File: config.mk
export PLATFORM = sky130hd
export DESIGN_NAME = pc_redirect_ctrl_flat
export DESIGN_NICKNAME = d
export VERILOG_FILES = /design/src/rtl/pc_redirect_if.sv /design/src/rtl/pc_redirect_ctrl.sv /design/src/flat_wrapper.sv
export SDC_FILE = /design/constraint.sdc
export NUM_CORES = 1
export LEC_CHECK = 0
export BUFFER_PORTS_ARGS = -buffer_cell sky130_fd_sc_hd__clkbuf_2
export CORE_MARGIN = 1.5
export CORE_UTILIZATION = 50
export CTS_CLUSTER_DIAMETER = 80
export CTS_CLUSTER_SIZE = 25
export DETAILED_ROUTE_END_ITERATION = 10
export PLACE_DENSITY = 0.88
export SLEW_MARGIN = 20
export SYNTH_ARGS = -nofsm -noshare
export SYNTH_HDL_FRONTEND = slang
export SYNTH_SLANG_ARGS = --single-unit
File: constraint.sdc
create_clock -name clk -period 4.2 [get_ports clk]
set_input_delay 1.05 -clock clk [delete_from_list [all_inputs] [get_ports clk]]
set_output_delay 1.05 -clock clk [all_outputs]
set_load 0.02 [all_outputs]
File: src/rtl/pc_redirect_if.sv
// pc_redirect_if: bundles the EX-stage, CSR-side and fetch-side signals of the
// PC sequencer.
//
// Ports (master = pipeline/CSR side that drives requests, slave = sequencer):
//   stall, ex_valid, ex_pc, br_taken, is_jal, is_jalr, opr_res, mret, irq,
//   mtvec, mepc                                  : master -> slave
//   pc, flush, trap_take, trap_pc, in_handler,
//   fsm_state                                    : slave -> master
//
// Handshake: there is no valid/ready pair here. ex_valid is a plain qualifier
// that is sampled every cycle. The EX-side fields are meaningful only when it
// is 1. The sequencer never back-pressures: it acts on every rising edge, and
// it ignores the EX-side fields while fsm_state is TRAP.
interface pc_redirect_if;
  logic        stall;
  logic        ex_valid;
  logic [31:0] ex_pc;
  logic        br_taken;
  logic        is_jal;
  logic        is_jalr;
  logic [31:0] opr_res;
  logic        mret;
  logic        irq;
  logic [31:0] mtvec;
  logic [31:0] mepc;

  logic [31:0] pc;
  logic        flush;
  logic        trap_take;
  logic [31:0] trap_pc;
  logic        in_handler;
  logic        fsm_state;   // 0 = RUN, 1 = TRAP

  modport master (
    output stall, ex_valid, ex_pc, br_taken, is_jal, is_jalr, opr_res,
           mret, irq, mtvec, mepc,
    input  pc, flush, trap_take, trap_pc, in_handler, fsm_state
  );

  modport slave (
    input  stall, ex_valid, ex_pc, br_taken, is_jal, is_jalr, opr_res,
           mret, irq, mtvec, mepc,
    output pc, flush, trap_take, trap_pc, in_handler, fsm_state
  );
endinterface

File: src/rtl/pc_redirect_ctrl.sv
// pc_redirect_ctrl: program-counter sequencer for the 5-stage RV32I pipeline.
// It owns the fetch PC. Each cycle the PC advances by 4, holds for a stall, or
// redirects for a branch, a jump, MRET or interrupt entry. The block also
// drives the IF/ID and ID/EX flush and runs the two-state trap entry
// (RUN -> TRAP -> RUN).
//
// Ports:
//   clk  : system clock, rising edge
//   rst  : synchronous, active-high reset
//   bus  : pc_redirect_if.slave (EX/CSR inputs, pc/flush/trap outputs and
//          the debug FSM state)
module pc_redirect_ctrl #(
  parameter logic [31:0] RESET_PC = 32'h0000_0000
) (
  input  logic            clk,
  input  logic            rst,
  pc_redirect_if.slave    bus
);

  typedef enum logic {
    RUN  = 1'b0,
    TRAP = 1'b1
  } state_t;

  state_t      state_q, state_d;
  logic [31:0] pc_q, pc_d;
  logic [31:0] trap_pc_q, trap_pc_d;
  logic        in_handler_q, in_handler_d;
  logic [31:0] seq_next;
  logic        flush;
  logic        trap_take;

  // Address the EX instruction hands control to. When an interrupt is taken
  // instead of the redirect, this becomes the return address.
  always_comb begin
    if (bus.br_taken || bus.is_jal) begin
      seq_next = bus.opr_res;
    end else if (bus.is_jalr) begin
      seq_next = {bus.opr_res[31:1], 1'b0};
    end else begin
      seq_next = bus.ex_pc + 32'd4;
    end
  end

  always_comb begin
    state_d      = state_q;
    pc_d         = pc_q;
    trap_pc_d    = trap_pc_q;
    in_handler_d = in_handler_q;
    flush        = 1'b0;
    trap_take    = 1'b0;

    case (state_q)
      RUN: begin
        if (bus.ex_valid && bus.mret) begin
          pc_d         = bus.mepc;
          in_handler_d = 1'b0;
          flush        = 1'b1;
        end else if (bus.ex_valid && bus.irq && !in_handler_q) begin
          // The PC is held. The TRAP cycle loads the vector.
          trap_pc_d = seq_next;
          flush     = 1'b1;
          state_d   = TRAP;
        end else if (bus.ex_valid && (bus.br_taken || bus.is_jal)) begin
          pc_d  = bus.opr_res;
          flush = 1'b1;
        end else if (bus.ex_valid && bus.is_jalr) begin
          pc_d  = {bus.opr_res[31:1], 1'b0};
          flush = 1'b1;
        end else if (bus.stall) begin
          pc_d = pc_q;
        end else begin
          pc_d = pc_q + 32'd4;
        end
      end
      TRAP: begin
        trap_take    = 1'b1;
        flush        = 1'b1;
        pc_d         = {bus.mtvec[31:2], 2'b00};
        in_handler_d = 1'b1;
        state_d      = RUN;
      end
      default: begin
        state_d = RUN;
      end
    endcase

    // A reset in the TRAP cycle aborts the entry, so the CSR file never sees
    // a pulse.
    if (rst) begin
      flush     = 1'b0;
      trap_take = 1'b0;
    end
  end

  always_ff @(posedge clk) begin
    if (rst) begin
      state_q      <= RUN;
      pc_q         <= RESET_PC;
      trap_pc_q    <= 32'h0000_0000;
      in_handler_q <= 1'b0;
    end else begin
      state_q      <= state_d;
      pc_q         <= pc_d;
      trap_pc_q    <= trap_pc_d;
      in_handler_q <= in_handler_d;
    end
  end

  assign bus.pc         = pc_q;
  assign bus.trap_pc    = trap_pc_q;
  assign bus.in_handler = in_handler_q;
  assign bus.flush      = flush;
  assign bus.trap_take  = trap_take;
  assign bus.fsm_state  = state_q;

endmodule
File: src/flat_wrapper.sv
// flat-port wrapper written by rule: the top's interface ports become plain ports
module pc_redirect_ctrl_flat 
#(
  parameter logic [31:0] RESET_PC = 32'h0000_0000
)
  (clk, rst, bus_stall, bus_ex_valid, bus_ex_pc, bus_br_taken, bus_is_jal, bus_is_jalr, bus_opr_res, bus_mret, bus_irq, bus_mtvec, bus_mepc, bus_pc, bus_flush, bus_trap_take, bus_trap_pc, bus_in_handler, bus_fsm_state);
  pc_redirect_if bus_i ();
  input  logic clk;
  input  logic rst;
  input wire logic [$bits(bus_i.stall)-1:0] bus_stall;
  input wire logic [$bits(bus_i.ex_valid)-1:0] bus_ex_valid;
  input wire logic [$bits(bus_i.ex_pc)-1:0] bus_ex_pc;
  input wire logic [$bits(bus_i.br_taken)-1:0] bus_br_taken;
  input wire logic [$bits(bus_i.is_jal)-1:0] bus_is_jal;
  input wire logic [$bits(bus_i.is_jalr)-1:0] bus_is_jalr;
  input wire logic [$bits(bus_i.opr_res)-1:0] bus_opr_res;
  input wire logic [$bits(bus_i.mret)-1:0] bus_mret;
  input wire logic [$bits(bus_i.irq)-1:0] bus_irq;
  input wire logic [$bits(bus_i.mtvec)-1:0] bus_mtvec;
  input wire logic [$bits(bus_i.mepc)-1:0] bus_mepc;
  output wire logic [$bits(bus_i.pc)-1:0] bus_pc;
  output wire logic [$bits(bus_i.flush)-1:0] bus_flush;
  output wire logic [$bits(bus_i.trap_take)-1:0] bus_trap_take;
  output wire logic [$bits(bus_i.trap_pc)-1:0] bus_trap_pc;
  output wire logic [$bits(bus_i.in_handler)-1:0] bus_in_handler;
  output wire logic [$bits(bus_i.fsm_state)-1:0] bus_fsm_state;
  assign bus_i.stall = bus_stall;
  assign bus_i.ex_valid = bus_ex_valid;
  assign bus_i.ex_pc = bus_ex_pc;
  assign bus_i.br_taken = bus_br_taken;
  assign bus_i.is_jal = bus_is_jal;
  assign bus_i.is_jalr = bus_is_jalr;
  assign bus_i.opr_res = bus_opr_res;
  assign bus_i.mret = bus_mret;
  assign bus_i.irq = bus_irq;
  assign bus_i.mtvec = bus_mtvec;
  assign bus_i.mepc = bus_mepc;
  assign bus_pc = bus_i.pc;
  assign bus_flush = bus_i.flush;
  assign bus_trap_take = bus_i.trap_take;
  assign bus_trap_pc = bus_i.trap_pc;
  assign bus_in_handler = bus_i.in_handler;
  assign bus_fsm_state = bus_i.fsm_state;
  pc_redirect_ctrl #(.RESET_PC(RESET_PC)) u_core (.clk(clk), .rst(rst), .bus(bus_i));
endmodule
==> results_tabular.tex <==
\begin{tabular}{lr}
\hline
Metric & Value \\
\hline
\multicolumn{2}{l}{\textbf{Place}} \\
Placed Instance Area & roughly 0.0058 sq mm \\
Number of I/O port buffers & 202 \\
Hpwl dp & about 14,000 microns \\
Gp weighted congestion & 0.9516 \\
Cell count after placement & 955 \\
\multicolumn{2}{l}{\textbf{Clock tree}} \\
Hold-fix buffers at CTS & 0 \\
Max H-tree Level & 3 \\
TritonCTS clock tree & built \\
CTS-repair resized insts & 0 \\
Buffer cell driving the clock tree root & sky130\_fd\_sc\_hd\_\_clkbuf\_8 \\
Source-to-sink clock delay at the later pin of the worst-skew pair & 0.36 ns \\
Inserted Clock Buffers & 9 \\
Post-CTS setup repair buffer count & 0 \\
Clock Sink Count & 66 \\
Clock transition at the registers of the reported paths & $\sim$0.080 ns \\
CTS max path bufs & 2 \\
\multicolumn{2}{l}{\textbf{Critical path}} \\
Worst r2r src & u\_core.bus.pc[2]\$\_SDFFE\_PP0P\_ \\
Setup slack, reg-to-reg & 1.79 ns \\
Worst-path cell chain & clkbuf\_2, o31ai\_2, buf\_4, nand2\_1, o21a\_1, clkbuf\_2 \\
Critical path launch point type & input port \\
Number of buffers and inverters on the critical path & 3 \\
Maximum fanout along the worst path & 18 \\
Slowest cell on the critical path & sky130\_fd\_sc\_hd\_\_buf\_4 \\
Kind of critical path & input port to output port \\
Endpoint of the worst register-to-register path & u\_core.bus.pc[30]\$\_SDFFE\_PP0P\_ \\
Instance count on the critical path & 6 \\
Reg2Reg Depth & 6 \\
Maximum single-stage delay on the critical path & between 0.2 and 0.3 ns \\
Cell with the most instances on the worst path & sky130\_fd\_sc\_hd\_\_clkbuf\_2 \\
Endpoint arrival time on the critical path & 2.20 ns \\
Critical Path Sink & bus\_flush \\
Largest delay contributor family on the critical path & buffers and inverters \\
Element type at the critical path end & output port \\
Source of the critical timing path & bus\_is\_jalr \\
Required time of the critical path & 3.15 ns \\
\multicolumn{2}{l}{\textbf{Route}} \\
Number of antenna-violating nets in the routed design & 0 \\
Iteration count of the initial detailed-routing pass & 6 \\
Remaining DRCs & 0 \\
Total detailed-routing wirelength & 18,060 microns \\
Count of routing violations after the opening detailed-route iteration & 609 \\
Detailed-route vias per instance & 6.226 \\
Routed length per instance & 18.61 microns \\
Total via count after detailed routing & 6,039 \\
\multicolumn{2}{l}{\textbf{Logic synthesis}} \\
Adder and majority gate portion of the synthesized area & 0.5247\% \\
Leading cell type by number of instances after synthesis & sky130\_fd\_sc\_hd\_\_nand2\_1 \\
Number of distinct library cells after synthesis & 64 \\
Number of warnings printed during yosys synthesis & 0 \\
Largest family of logic cells by synthesized area & simple AND/OR/NAND/NOR gates \\
Top cells by count, synth & sky130\_fd\_sc\_hd\_\_nand2\_1 (75), sky130\_fd\_sc\_hd\_\_a21oi\_1 (71), sky130\_fd\_sc\_hd\_\_dfxtp\_1 (66) \\
Post-synth net total & between 800 and 900 \\
Asr flop ratio synth & 0\% \\
Synth Area in Compound Gates & 29.49\% \\
Top-area cell type share of the netlist area & between 20\% and 30\% \\
Portion of netlist area occupied by mux cells & 0.2099\% \\
Post-synth design cell area & 0.004770 sq mm \\
Number of synthesized flops with an enable pin & 0 \\
Simple-gate share of the synthesized area & 30.72\% \\
Cell type with the largest total area after synthesis & sky130\_fd\_sc\_hd\_\_dfxtp\_1 \\
Portion of the post-synthesis area used by sequential elements & between 20 and 30\% \\
Flip-flop cell with the highest count after synthesis & sky130\_fd\_sc\_hd\_\_dfxtp\_1 \\
Post-Synth XOR/XNOR Area & 5.509\% \\
\#FFs+latches synth & 66 \\
Avg Cell Area, Syn & 7.194 sq um \\
Post-synthesis cell count & $\sim$660 \\
Synth top area cells & sky130\_fd\_sc\_hd\_\_dfxtp\_1 (28\%), sky130\_fd\_sc\_hd\_\_a21oi\_1 (7.5\%), sky130\_fd\_sc\_hd\_\_nand2\_1 (5.9\%) \\
\multicolumn{2}{l}{\textbf{Layout}} \\
Layout area overhead & 27.36\% \\
Total inserted antenna cells & 0 \\
Final Non-Filler Cells & 970 \\
Nets@finish & 976 \\
Cell area after layout & 0.006075 sq mm \\
Fraction of layout cells with a size suffix above 1 & 29.37\% \\
\multicolumn{2}{l}{\textbf{Timing}} \\
Final critical-path share of the clock period & 77.30\% \\
Unrepaired setup endpoints after global routing & no \\
Final setup vio count & 0 \\
Count of final hold-check violations & 0 \\
Setup TNS & 0 ns \\
Maximum clock rate & 0.3080 GHz \\
Transition time of the tightest slew-check pin & 0.8808 ns \\
Count of pins over their slew limit & 0 \\
Worst hold slack & 0.4631 ns \\
Rel. slew slack & between 40\% and 50\% \\
Final setup skew & 0.01074 ns \\
Final period demand of the worst path & 3.246 ns \\
\multicolumn{2}{l}{\textbf{GRT}} \\
Number of antenna violations at the first check in global routing & 0 \\
Pin count of the biggest net entering global routing & 59 \\
First-pass GRT wire length & 27,500 microns \\
Via count of the first global-routing pass & approximately 5,400 \\
Total Routing Usage GR & 35.07\% \\
Grt ovf & 0 \\
\multicolumn{2}{l}{\textbf{Die}} \\
Width of the die & 100.7 microns \\
Core area & 0.009240 sq mm \\
Initial Util & roughly half \\
Die Outline Area & between 0.01 and 0.015 sq mm \\
Die height & between 100 and 150 microns \\
Boundary pin count & about 210 \\
Number of rows in the core area & 35 \\
\multicolumn{2}{l}{\textbf{Flow run}} \\
Count of maximum capacitance violations & 0 \\
\multicolumn{2}{l}{\textbf{Power and ir drop}} \\
Maximum vdd drop & around 250 uV \\
Overall power consumption & 0.001869 W \\
Leakage power figure & $\sim$2.6 nW \\
Power Dens Cells & 307.7 mW/mm\^{}2 \\
\multicolumn{2}{l}{\textbf{Worst hold path}} \\
Class of the tightest hold or removal check & flip-flop to flip-flop \\
\multicolumn{2}{l}{\textbf{Outcome}} \\
Outcome & finished, final reports clean \\
\hline
\end{tabular}
## kinds of logic after synthesis
family          Yosys count
compound gates          211
buf+inv                  67
fa+ha+maj                 2
mux                       1
flops                    66
simple gates            286
xor+xnor                 30
## worst min path at each step
stage | from | endpoint | slack, ns | cells after the start
3_3_place_gp | u_core.bus.trap_pc[13]$_SDFFE_PP0P_ | u_core.bus.trap_pc[13]$_SDFFE_PP0P_ | 0.44 | 2
4_1_cts | u_core.bus.trap_pc[11]$_SDFFE_PP0P_ | u_core.bus.trap_pc[11]$_SDFFE_PP0P_ | 0.46 | 2
6_report | u_core.bus.trap_pc[7]$_SDFFE_PP0P_ | u_core.bus.trap_pc[7]$_SDFFE_PP0P_ | 0.46 | 2
5_1_grt | u_core.bus.trap_pc[13]$_SDFFE_PP0P_ | u_core.bus.trap_pc[13]$_SDFFE_PP0P_ | 0.47 | 2
2_1_floorplan | u_core.bus.trap_pc[11]$_SDFFE_PP0P_ | u_core.bus.trap_pc[11]$_SDFFE_PP0P_ | 0.53 | 2
3_5_place_dp | u_core.bus.trap_pc[13]$_SDFFE_PP0P_ | u_core.bus.trap_pc[13]$_SDFFE_PP0P_ | 0.45 | 2
## layout by cell type (no fill, tap or decap), drive strengths merged, types with 6 or more instances in the layout
cell type,count
a211oi,8
nor3,22
xnor2,16
o211ai,11
o211a,6
and4,6
or3,9
dfxtp,66
nor2,50
nand4,22
o22ai,9
buf,15
a211o,6
and3,16
a31oi,10
nand2,75
inv,14
a21oi,71
nor2b,7
nor4,17
o21ai,32
xor2,14
o31a,6
clkbuf,211
nand3,41
## sequential cells by signal, summed over array words and instances (netlist names)
name and cells:
u_core.bus.pc 32, u_core.bus.trap_pc 32, u_core.bus.fsm_state 1, u_core.bus.in_handler 1
## metal layers
| metal | track usage, % | wire [microns] |
|---|---|---|
| met4 | 15.60 | 729 |
| met1 | 45.69 | 7127 |
| met2 | 56.50 | 8227 |
| met5 | 0 | 0 |
| met3 | 6.519 | 1972 |
## per-stage QoR
stage,setup WS (ns),util (%)
final,0.9535,65.74
after global routing,0.8744,65.74
after CTS,0.9795,65.73
after detailed placement,0.9826,63.14
after global placement,1.012,63.14
after floorplan,0.6913,-
## power by group
part | switching [W] | internal [W]
clock | 0.000279 | 0.000394
sequential | 0.0000558 | 0.000669
combinational | 0.000288 | 0.000184
total | 0.000622 | 0.00125
## area by class of cell
type / instances / area (sq um)
Clock buffer: 9 / 123.9
Clock inverter: 6 / 115.1
Multi-Input combinational cell: 530 / 3179
Timing Repair Buffer: 217 / 1124
Fill cell: 860 / 3166
Inverter: 13 / 48.80
Sequential cell: 66 / 1323
Tap cell: 129 / 161.4
## tightest hold or removal path: cells and delay by family, from the launching register on
| family | cells | cell delay (ns) |
|---|---|---|
| AND/OR/NAND/NOR | 1 | 0.05 |
| AO/OA/AOI/OAI | 1 | 0.05 |
| flip-flops | 1 | 0.32 |
(Power assumes the default switching activity.)
